===== config.mk =====
export PLATFORM = sky130hd
export DESIGN_NAME = scmi_doorbell_responder_flat
export DESIGN_NICKNAME = d
export VERILOG_FILES = /design/src/rtl/scmi_doorbell_if.sv /design/src/rtl/scmi_doorbell_responder.sv /design/src/flat_wrapper.sv
export SDC_FILE = /design/constraint.sdc
export NUM_CORES = 1
export LEC_CHECK = 0
export BUFFER_PORTS_ARGS = -buffer_cell sky130_fd_sc_hd__buf_2
export CAP_MARGIN = 20
export CORE_MARGIN = 2
export CORE_UTILIZATION = 55
export CTS_CLUSTER_SIZE = 12
export DETAILED_ROUTE_END_ITERATION = 10
export PLACE_DENSITY = 0.81
export SLEW_MARGIN = 20
export SYNTH_ARGS = -nofsm -noshare
export SYNTH_HDL_FRONTEND = slang
export SYNTH_SLANG_ARGS = --single-unit

===== constraint.sdc =====
create_clock -name clk_i -period 8.8 [get_ports clk_i]
set_input_delay 1.76 -clock clk_i [delete_from_list [all_inputs] [get_ports clk_i]]
set_output_delay 1.76 -clock clk_i [all_outputs]
set_load 0.1 [all_outputs]

===== src/rtl/scmi_doorbell_if.sv =====
// scmi_doorbell_if
//   Groups the firmware-facing streams and the shared-memory write port of the
//   SCMI doorbell responder.
//
//   Handshake rule for both streams (msg_*, done_*): a transfer happens on a
//   rising clock edge where valid and ready are both 1. Once valid is raised,
//   valid and its payload hold steady until that transfer. Ready may change
//   freely. The memory port uses the same rule with req/gnt as the pair.
//   rvalid is a one-cycle write response that arrives after the grant.
//
//   Signals:
//     msg_valid / msg_ready / msg_ch    : pending-channel offer to firmware
//     done_valid / done_ready / done_ch : firmware completion report
//     mem_req / mem_gnt / mem_addr / mem_wdata / mem_we / mem_rvalid
//                                       : write-only shared-memory port
//   Modports:
//     slave  : responder side (drives offers, accepts completions, issues writes)
//     master : firmware/memory side
interface scmi_doorbell_if #(
    parameter int NUM_CH     = 8,
    parameter int ADDR_WIDTH = 32
);
    localparam int CH_W = $clog2(NUM_CH);

    logic                  msg_valid;
    logic                  msg_ready;
    logic [CH_W-1:0]       msg_ch;
    logic                  done_valid;
    logic                  done_ready;
    logic [CH_W-1:0]       done_ch;
    logic                  mem_req;
    logic                  mem_gnt;
    logic [ADDR_WIDTH-1:0] mem_addr;
    logic [31:0]           mem_wdata;
    logic                  mem_we;
    logic                  mem_rvalid;

    modport slave (
        output msg_valid, msg_ch,
        input  msg_ready,
        input  done_valid, done_ch,
        output done_ready,
        output mem_req, mem_addr, mem_wdata, mem_we,
        input  mem_gnt, mem_rvalid
    );

    modport master (
        input  msg_valid, msg_ch,
        output msg_ready,
        output done_valid, done_ch,
        input  done_ready,
        input  mem_req, mem_addr, mem_wdata, mem_we,
        output mem_gnt, mem_rvalid
    );
endinterface


===== src/rtl/scmi_doorbell_responder.sv =====
// scmi_doorbell_responder
//   Platform-side end of the SCMI doorbell channels. Doorbell rises are latched
//   per channel and offered round-robin to firmware. A completion report makes
//   the block write channel.status = 1 into the channel's shared-memory slot
//   and then pulse that channel's completion interrupt.
//
//   Ports:
//     clk_i, rst_ni : clock, synchronous active-low reset
//     doorbell_i    : agent doorbell levels (already synchronous to clk_i)
//     bus           : offer stream, completion stream and memory port (slave)
//     irq_o         : per-channel completion interrupt, IRQ_CYCLES long
//     overrun_o     : sticky per-channel doorbell overrun flags
//     err_o         : one-cycle pulse, completion for a channel not in service
//     fsm_state_o   : completion FSM state (IDLE=0, WR_REQ=1, WR_RSP=2, IRQ=3)
module scmi_doorbell_responder #(
    parameter int          NUM_CH        = 8,
    parameter int          ADDR_WIDTH    = 32,
    parameter logic [31:0] BASE_ADDR     = 32'h2000_0000,
    parameter logic [31:0] CH_STRIDE     = 32'h20,
    parameter logic [31:0] STATUS_OFFSET = 32'h4,
    parameter int          IRQ_CYCLES    = 4
) (
    input  logic              clk_i,
    input  logic              rst_ni,
    input  logic [NUM_CH-1:0] doorbell_i,
    scmi_doorbell_if.slave    bus,
    output logic [NUM_CH-1:0] irq_o,
    output logic [NUM_CH-1:0] overrun_o,
    output logic              err_o,
    output logic [1:0]        fsm_state_o
);
    localparam int CH_W  = $clog2(NUM_CH);
    localparam int CNT_W = $clog2(IRQ_CYCLES + 1);
    localparam logic [ADDR_WIDTH-1:0] BASE_A   = ADDR_WIDTH'(BASE_ADDR);
    localparam logic [ADDR_WIDTH-1:0] STRIDE_A = ADDR_WIDTH'(CH_STRIDE);
    localparam logic [ADDR_WIDTH-1:0] OFFSET_A = ADDR_WIDTH'(STATUS_OFFSET);

    typedef enum logic [1:0] {IDLE, WR_REQ, WR_RSP, IRQ} state_t;

    state_t            state, state_n;
    logic [NUM_CH-1:0] db_q, pending, in_service, overrun;
    logic [NUM_CH-1:0] rise, eligible, hs_mask, done_mask;
    logic [CH_W-1:0]   ptr, msg_ch_q, cur_ch, pick_ch, cand;
    logic              pick_found;
    logic              msg_valid_q, done_ready_q, err_q;
    logic              hs, done_fire, done_hit;
    logic [CNT_W-1:0]  irq_cnt;

    logic                  mem_req, mem_we;
    logic [ADDR_WIDTH-1:0] mem_addr;
    logic [31:0]           mem_wdata;
    logic [NUM_CH-1:0]     irq;

    assign rise      = doorbell_i & ~db_q;
    assign eligible  = pending & ~in_service;
    assign hs        = msg_valid_q & bus.msg_ready;
    assign hs_mask   = hs ? (NUM_CH'(1) << msg_ch_q) : '0;
    assign done_fire = (state == IDLE) & done_ready_q & bus.done_valid;
    assign done_hit  = done_fire & in_service[bus.done_ch];
    assign done_mask = done_hit ? (NUM_CH'(1) << bus.done_ch) : '0;

    // First eligible channel at or above the pointer, wrapping.
    always_comb begin
        pick_found = 1'b0;
        pick_ch    = '0;
        cand       = '0;
        for (int k = 0; k < NUM_CH; k++) begin
            cand = CH_W'((int'(ptr) + k) % NUM_CH);
            if (!pick_found && eligible[cand]) begin
                pick_found = 1'b1;
                pick_ch    = cand;
            end
        end
    end

    // Doorbell latching and offer stream; runs independently of the FSM.
    always_ff @(posedge clk_i) begin
        if (!rst_ni) begin
            db_q         <= '0;
            pending      <= '0;
            in_service   <= '0;
            overrun      <= '0;
            ptr          <= '0;
            msg_valid_q  <= 1'b0;
            msg_ch_q     <= '0;
            done_ready_q <= 1'b0;
            err_q        <= 1'b0;
            cur_ch       <= '0;
            irq_cnt      <= '0;
        end else begin
            db_q       <= doorbell_i;
            // A rise in the handshake cycle re-arms the channel.
            pending    <= (pending & ~hs_mask) | rise;
            in_service <= (in_service | hs_mask) & ~done_mask;
            // A fresh overrun wins over the clear from a same-cycle completion.
            overrun    <= (overrun & ~done_mask) | (rise & (pending | in_service));
            if (msg_valid_q) begin
                if (hs) begin
                    msg_valid_q <= 1'b0;
                    ptr <= (msg_ch_q == CH_W'(NUM_CH - 1)) ? '0 : msg_ch_q + CH_W'(1);
                end
            end else if (pick_found) begin
                msg_valid_q <= 1'b1;
                msg_ch_q    <= pick_ch;
            end
            // Registered so it reads 0 straight out of reset.
            done_ready_q <= (state_n == IDLE);
            err_q        <= done_fire & ~in_service[bus.done_ch];
            if (done_hit) cur_ch <= bus.done_ch;
            irq_cnt <= (state == IRQ) ? irq_cnt + CNT_W'(1) : '0;
        end
    end

    always_ff @(posedge clk_i) begin
        if (!rst_ni) state <= IDLE;
        else         state <= state_n;
    end

    always_comb begin
        state_n   = state;
        mem_req   = 1'b0;
        mem_we    = 1'b0;
        mem_wdata = '0;
        mem_addr  = '0;
        irq       = '0;
        case (state)
            IDLE: begin
                if (done_hit) state_n = WR_REQ;
            end
            WR_REQ: begin
                mem_req   = 1'b1;
                mem_we    = 1'b1;
                mem_wdata = 32'h1;
                mem_addr  = BASE_A + STRIDE_A * ADDR_WIDTH'(cur_ch) + OFFSET_A;
                if (bus.mem_gnt) state_n = WR_RSP;
            end
            WR_RSP: begin
                if (bus.mem_rvalid) state_n = IRQ;
            end
            IRQ: begin
                irq = NUM_CH'(1) << cur_ch;
                if (irq_cnt == CNT_W'(IRQ_CYCLES - 1)) state_n = IDLE;
            end
            default: state_n = IDLE;
        endcase
    end

    assign bus.msg_valid  = msg_valid_q;
    assign bus.msg_ch     = msg_ch_q;
    assign bus.done_ready = done_ready_q;
    assign bus.mem_req    = mem_req;
    assign bus.mem_we     = mem_we;
    assign bus.mem_wdata  = mem_wdata;
    assign bus.mem_addr   = mem_addr;
    assign irq_o          = irq;
    assign overrun_o      = overrun;
    assign err_o          = err_q;
    assign fsm_state_o    = state;
endmodule


===== src/flat_wrapper.sv =====
// flat-port wrapper written by rule: the top's interface ports become plain ports
module scmi_doorbell_responder_flat 
#(
    parameter int          NUM_CH        = 8,
    parameter int          ADDR_WIDTH    = 32,
    parameter logic [31:0] BASE_ADDR     = 32'h2000_0000,
    parameter logic [31:0] CH_STRIDE     = 32'h20,
    parameter logic [31:0] STATUS_OFFSET = 32'h4,
    parameter int          IRQ_CYCLES    = 4
)
  (clk_i, rst_ni, doorbell_i, irq_o, overrun_o, err_o, fsm_state_o, bus_msg_valid, bus_msg_ch, bus_msg_ready, bus_done_valid, bus_done_ch, bus_done_ready, bus_mem_req, bus_mem_addr, bus_mem_wdata, bus_mem_we, bus_mem_gnt, bus_mem_rvalid);
  scmi_doorbell_if #(.NUM_CH(NUM_CH), .ADDR_WIDTH(ADDR_WIDTH)) bus_i ();
  input  logic clk_i;
  input  logic rst_ni;
  input  logic [NUM_CH-1:0] doorbell_i;
  output logic [NUM_CH-1:0] irq_o;
  output logic [NUM_CH-1:0] overrun_o;
  output logic err_o;
  output logic [1:0] fsm_state_o;
  output wire logic [$bits(bus_i.msg_valid)-1:0] bus_msg_valid;
  output wire logic [$bits(bus_i.msg_ch)-1:0] bus_msg_ch;
  input wire logic [$bits(bus_i.msg_ready)-1:0] bus_msg_ready;
  input wire logic [$bits(bus_i.done_valid)-1:0] bus_done_valid;
  input wire logic [$bits(bus_i.done_ch)-1:0] bus_done_ch;
  output wire logic [$bits(bus_i.done_ready)-1:0] bus_done_ready;
  output wire logic [$bits(bus_i.mem_req)-1:0] bus_mem_req;
  output wire logic [$bits(bus_i.mem_addr)-1:0] bus_mem_addr;
  output wire logic [$bits(bus_i.mem_wdata)-1:0] bus_mem_wdata;
  output wire logic [$bits(bus_i.mem_we)-1:0] bus_mem_we;
  input wire logic [$bits(bus_i.mem_gnt)-1:0] bus_mem_gnt;
  input wire logic [$bits(bus_i.mem_rvalid)-1:0] bus_mem_rvalid;
  assign bus_msg_valid = bus_i.msg_valid;
  assign bus_msg_ch = bus_i.msg_ch;
  assign bus_i.msg_ready = bus_msg_ready;
  assign bus_i.done_valid = bus_done_valid;
  assign bus_i.done_ch = bus_done_ch;
  assign bus_done_ready = bus_i.done_ready;
  assign bus_mem_req = bus_i.mem_req;
  assign bus_mem_addr = bus_i.mem_addr;
  assign bus_mem_wdata = bus_i.mem_wdata;
  assign bus_mem_we = bus_i.mem_we;
  assign bus_i.mem_gnt = bus_mem_gnt;
  assign bus_i.mem_rvalid = bus_mem_rvalid;
  scmi_doorbell_responder #(.NUM_CH(NUM_CH), .ADDR_WIDTH(ADDR_WIDTH), .BASE_ADDR(BASE_ADDR), .CH_STRIDE(CH_STRIDE), .STATUS_OFFSET(STATUS_OFFSET), .IRQ_CYCLES(IRQ_CYCLES)) u_core (.clk_i(clk_i), .rst_ni(rst_ni), .doorbell_i(doorbell_i), .bus(bus_i), .irq_o(irq_o), .overrun_o(overrun_o), .err_o(err_o), .fsm_state_o(fsm_state_o));
endmodule

# Word level (Yosys, flattened, before mapping)
# Index checks and enable logic that the tools add are counted.
# totals
mem_bits_ro,0
latchBits,0
n_memories,0
ramBits,0
wordCells,129
in_bits,17
regBits,49
# op_classes
n_addsub,11
n_reduce_logical,19
n_lt_le_gt_ge,9
mux,49
div_mod_pow,0
n_bitwise,21
eq_ne,5
mul,0
n_shift,3
# ops
cell,count
bitwise AND 8 bit,6
less-than comparator 3 x 4 -> 1 bit (second input constant),9
adder 32 x 3 -> 32 bit (second input constant),1
two-way mux 32 bit,1
NOT 8 bit,4
OR 8 bit,4
adder 30 x 8 -> 31 bit (first input constant),1
binary-select mux 1 bit (select 3 bit),9
two-way mux 3 bit,9
two-way mux 8 bit,3
<< shifter 1 x 3 -> 8 bit (first input constant),3
two-way mux 1 bit,22
adder 3 bit (second input constant),4
adder 3 x 1 -> 3 bit (second input constant),3
two-way mux 2 bit,4
one-hot mux 2 bit (4 select lines),1
logical AND 1 bit,7
zero test 1 bit,7
adder 3 x 2 -> 3 bit (second input constant),2
AND reduction 2 bit,3
bitwise AND 1 bit,5
== test 2 bit (second input constant),2
zero test 2 bit,2
== test 3 x 2 -> 1 bit (second input constant),1
other kinds (3),4

# Longest topological paths before layout
# depth
depth_word,28
ltp_mapped,12

# Worst setup path after synthesis
# No wires, ideal clock.
# synth_timing
path_kind,reg2out
start,"register u_core.state[0], in the netlist u_core.fsm_state_o[0]"
end,output port bus_mem_addr[5]
t_required_ns,7.040
arrival_time_ns,3.763
n_path_buf,1
slack_ns,3.277
stages_incl_launch_ff,4
path_cell_list,dfxtp_1 > clkbuf_1 > nor2b_1 > and2_1
# synth_via
elab_chain_len,2
# synth_lines
element,line,rtl
"start, declared",scmi_doorbell_responder.sv:40,"state_t state, state_n;"
"start signal, assigned",scmi_doorbell_responder.sv:116,else state <= state_n;
== test 2 x 1 -> 1 bit,scmi_doorbell_responder.sv:126,case (state)
two-way mux 32 bit,scmi_doorbell_responder.sv:126,
"end, declared",flat_wrapper.sv:27,output wire logic [$bits(bus_i.mem_addr)-1:0] bus_mem_addr;
# Every way passes these cells.

# Worst setup path in the final report
# layout_timing
start,register u_core.ptr[0]
end,"register u_core.msg_ch_q[0], in the netlist u_core.bus.msg_ch[0]"
# layout_via
elab_chain_len,25
elab_cells_between_ends,54
classes_between,add/sub (7); mux (32); reduce/logical (15)
# layout_lines
element,line,rtl
"start, declared",scmi_doorbell_responder.sv:43,"logic [CH_W-1:0] ptr, msg_ch_q, cur_ch, pick_ch, cand;"
"start signal, assigned",scmi_doorbell_responder.sv:100,ptr <= (msg_ch_q == CH_W'(NUM_CH - 1)) ? '0 : msg_ch_q + CH_W'(1);
branches (longest 25 deep; another with adder 3 x 1 -> 3 bit),--,
"end signal, assigned",scmi_doorbell_responder.sv:104,msg_ch_q <= pick_ch;
"end, declared",scmi_doorbell_responder.sv:43,
# Several ways; the timed one is not identified. The select of a mux whose other input is x is not followed.
# A chain may end at the register's enable or synchronous reset.

==> reports/metrics.csv <==
stage,metric,value,unit
run_status,status,completed,
global_route,antenna_found_initial,0,
clock_tree,htree_levels,2,
synth,syn_area_per_cell,8.57,um^2
synth,synthCells,412,
timing,slew_violations,0,
timing,max_slew_margin,0.531,
global_route,grt.overflow.total,0,
die,io_pins,107,
routing,drtIter0Drc,146,
routing,drt-met1-wl,3170,um
clock_tree,cts_setup_buffers,0,
timing,max_clock_freq,0.269,GHz
worst_setup_path,worstSetupEndpointType,flip-flop,
synth,yosys.area.top_type,dfxtp_1,
synth,synth_area_leaders,"dfxtp_1 28%, buf_4 13%, mux4_1 6.7%",
clock_tree,hold_buffers,0,
finish,multi_input_area,0.00212,mm^2
finish,fillCellCount,581,
clock_tree,post_cts_resized,0,
worst_setup_path,critPathLaunchType,flip-flop,
routing,ant_nets,0,
die,core_area,0.00628,mm^2
die,dieArea,0.00708,mm^2
global_route,grt_first_pass_wirelength,11800,um
worst_setup_path,worst-setup-path-type,flip-flop to flip-flop,
placed_design,hpwl,5620,um
worst_setup_path,r2r_slack,5080,ps
timing,fin_worst_skew,9.93,ps
synth,synthArstFlopShare,0,
timing,finalSetupTns,0,ps
finish,syn_to_final_growth,2.51,%
timing,final.period_utilization,0.423,
finish,nNetsFinal,471,
routing,vias,2861,
synth,synth_edf_count,0,
clock_tree,clock_latency,310,ps
timing,hold_violations,0,
power,power_frac_clock,0.178,
flow_run,drv_cap,0,
synth,ys_seq_area_frac,0.278,
synth,synth_top_flop_cell,dfxtp_1,
power,switchingPower,394,uW
clock_tree,clkSlewWorstSetupHoldPaths,90,ps
synth,synth_top_area_frac,0.278,
power,seq_power_share,0.335,
die,fp-row-count,29,
clock_tree,clock-sinks,49,
power,netSwitchingFraction,0.495,
die,start_util,0.563,
routing,firstDrtPassIters,4,
routing,routed.top_layer,met4,
clock_tree,cts_tree,done,
routing,vias_per_cell,5.48,
synth,syn_area,0.00353,mm^2
timing,setup_viol_count_final,0,
timing,layout_min_cycle_time,3720,ps
power,total_power,797,uW
worst_setup_path,cp_max_fo,15,
power,p_leak,0.00159,uW
timing,rsz0062_at_grt,no,
global_route,first_global_vias,2496,
power,p_int,402,uW
placed_design,globalplace.congestion,0.916,
routing,wl_per_cell,13.9,um
finish,design_area,0.00362,mm^2
power,p_comb_frac,0.486,
synth,yosys_warnings,0,
routing,dr_wl_met2,3540,um
min_path,hp-class,flip-flop to flip-flop,
placed_design,dpl-instance-area,0.00352,mm^2
routing,drc,0,
placed_design,port_buffers,48,
worst_setup_path,critPathRequiredTime,9000,ps
worst_setup_path,cp.arrival,3930,ps
worst_setup_path,crit_start,u_core.ptr[0],
power,vdd_drop_max,0.185,mV
synth,yosysMostFrequentCell,buf_4,
global_route,grtUsageTotal,0.203,
routing,met3_length,413,um
finish,drive_above_1_share,0.153,
clock_tree,cts_buffer_depth,2,
die,die_width,84.1,um
finish,antenna_cells,0,
worst_setup_path,reg2reg_from,u_core.ptr[0],
min_path,hold_path_startpoint,u_core.irq_cnt[0],
synth,synthTopCellsByCount,"62 x buf_4, 49 x dfxtp_1, 37 x nor2_1",
clock_tree,clockRootBuffer,clkbuf_8,
synth,ys_types,53,
global_route,grt_max_degree,26,
routing,finalWirelength,7250,um
finish,register_area,981,um^2
die,die_h,84.1,um
power,power.density,220,mW/mm^2
synth,ys_seq_elements,49,
timing,worst_pin_slew,699,ps
clock_tree,cts_buffers,5,
-- sequential cells by signal (all words and copies together), names as in the netlist --
name and count:
u_core.in_service 8, u_core.bus.done_ready 1, u_core.bus.msg_ch 3, u_core.cur_ch 3, u_core.err_o 1, u_core.pending 8
u_core.db_q 8, u_core.overrun_o 8, u_core.ptr 3, u_core.irq_cnt 3, u_core.fsm_state_o 2, u_core.bus.msg_valid 1
-- routing by layer --
| layer | track usage | vias up |
|---|---|---|
| met3 | 0.0383 | 15 |
| li1 | - | 1384 |
| met2 | 0.348 | 105 |
| met5 | 0 | - |
| met4 | 0.0689 | 0 |
| met1 | 0.257 | 1357 |
-- power groups by stage --
| stage | Clock (uW) | Sequential, uW | Combinational [uW] |
|---|---|---|---|
| 2_1_floorplan | 0 | 323 | 301 |
| 3_3_place_gp | 0 | 271 | 381 |
| 3_5_place_dp | 0 | 272 | 383 |
| 4_1_cts | 144 | 267 | 384 |
| 5_1_grt | 153 | 271 | 409 |
| 6_report | 142 | 267 | 387 |
-- layout make-up --
cell class	count	area share
clock buffer	6	0.0228
sequential	49	0.271
tap	77	0.0266
inverter	21	0.0232
clock inverter	2	0.00449
timing repair buffer	48	0.0663
multi-input combinational	319	0.586
-- placed cells by master, fill, tap and decap left out, types with 10 or more instances in the layout --
cell       n
o22ai_1   10
dfxtp_1   49
nand2_1   20
conb_1    58
mux2i_1   15
nor2_1    37
o21ai_0   20
a21oi_1   20
nor3_1    11
and2_1    12
ha_1      10
nand2b_1  21
inv_1     19
buf_2     48
nor2b_1   18
-- per-stage QoR --
step | worst slack [ps] | hold WS, ps | utilization | cells
6_report | 5080 | 434 | 0.577 | 522
3_3_place_gp | 5190 | 407 | 0.561 | 514
2_1_floorplan | 3280 | 399 | - | 469
5_1_grt | 4830 | 449 | 0.577 | 522
4_1_cts | 5090 | 442 | 0.577 | 522
3_5_place_dp | 5130 | 428 | 0.561 | 514
-- worst max-delay path, cell delays in order (launching register included) --
cell and delay (ps):
dfxtp_1 770, clkinv_4 290, ha_1 350, xnor2_1 410, mux4_2 560, or3_1 440
a22o_1 270, a211o_1 280, a32o_1 250
-- worst paths after layout --
check	end	depth (start not counted)
setup / recovery	u_core.bus.msg_ch[0]	8
setup reg to reg	u_core.bus.msg_ch[0]	8
hold reg to reg	u_core.irq_cnt[0]	1
hold / removal	u_core.irq_cnt[0]	1
-- cell families (layout without fill, tap and decap cells) --
kind of cell	Yosys count	count (layout)	synth area share
adder cells (fa/ha/maj)	10	10	0.0354
AO/OA/AOI/OAI	76	76	0.134
buffers and inverters	101	77	0.182
AND/OR/NAND/NOR	141	141	0.207
flip-flops	49	49	0.278
other	1	58	0.00106
multiplexers	32	32	0.157
XOR/XNOR	2	2	0.00496
Note: power is estimated with default switching activity, not from simulation.
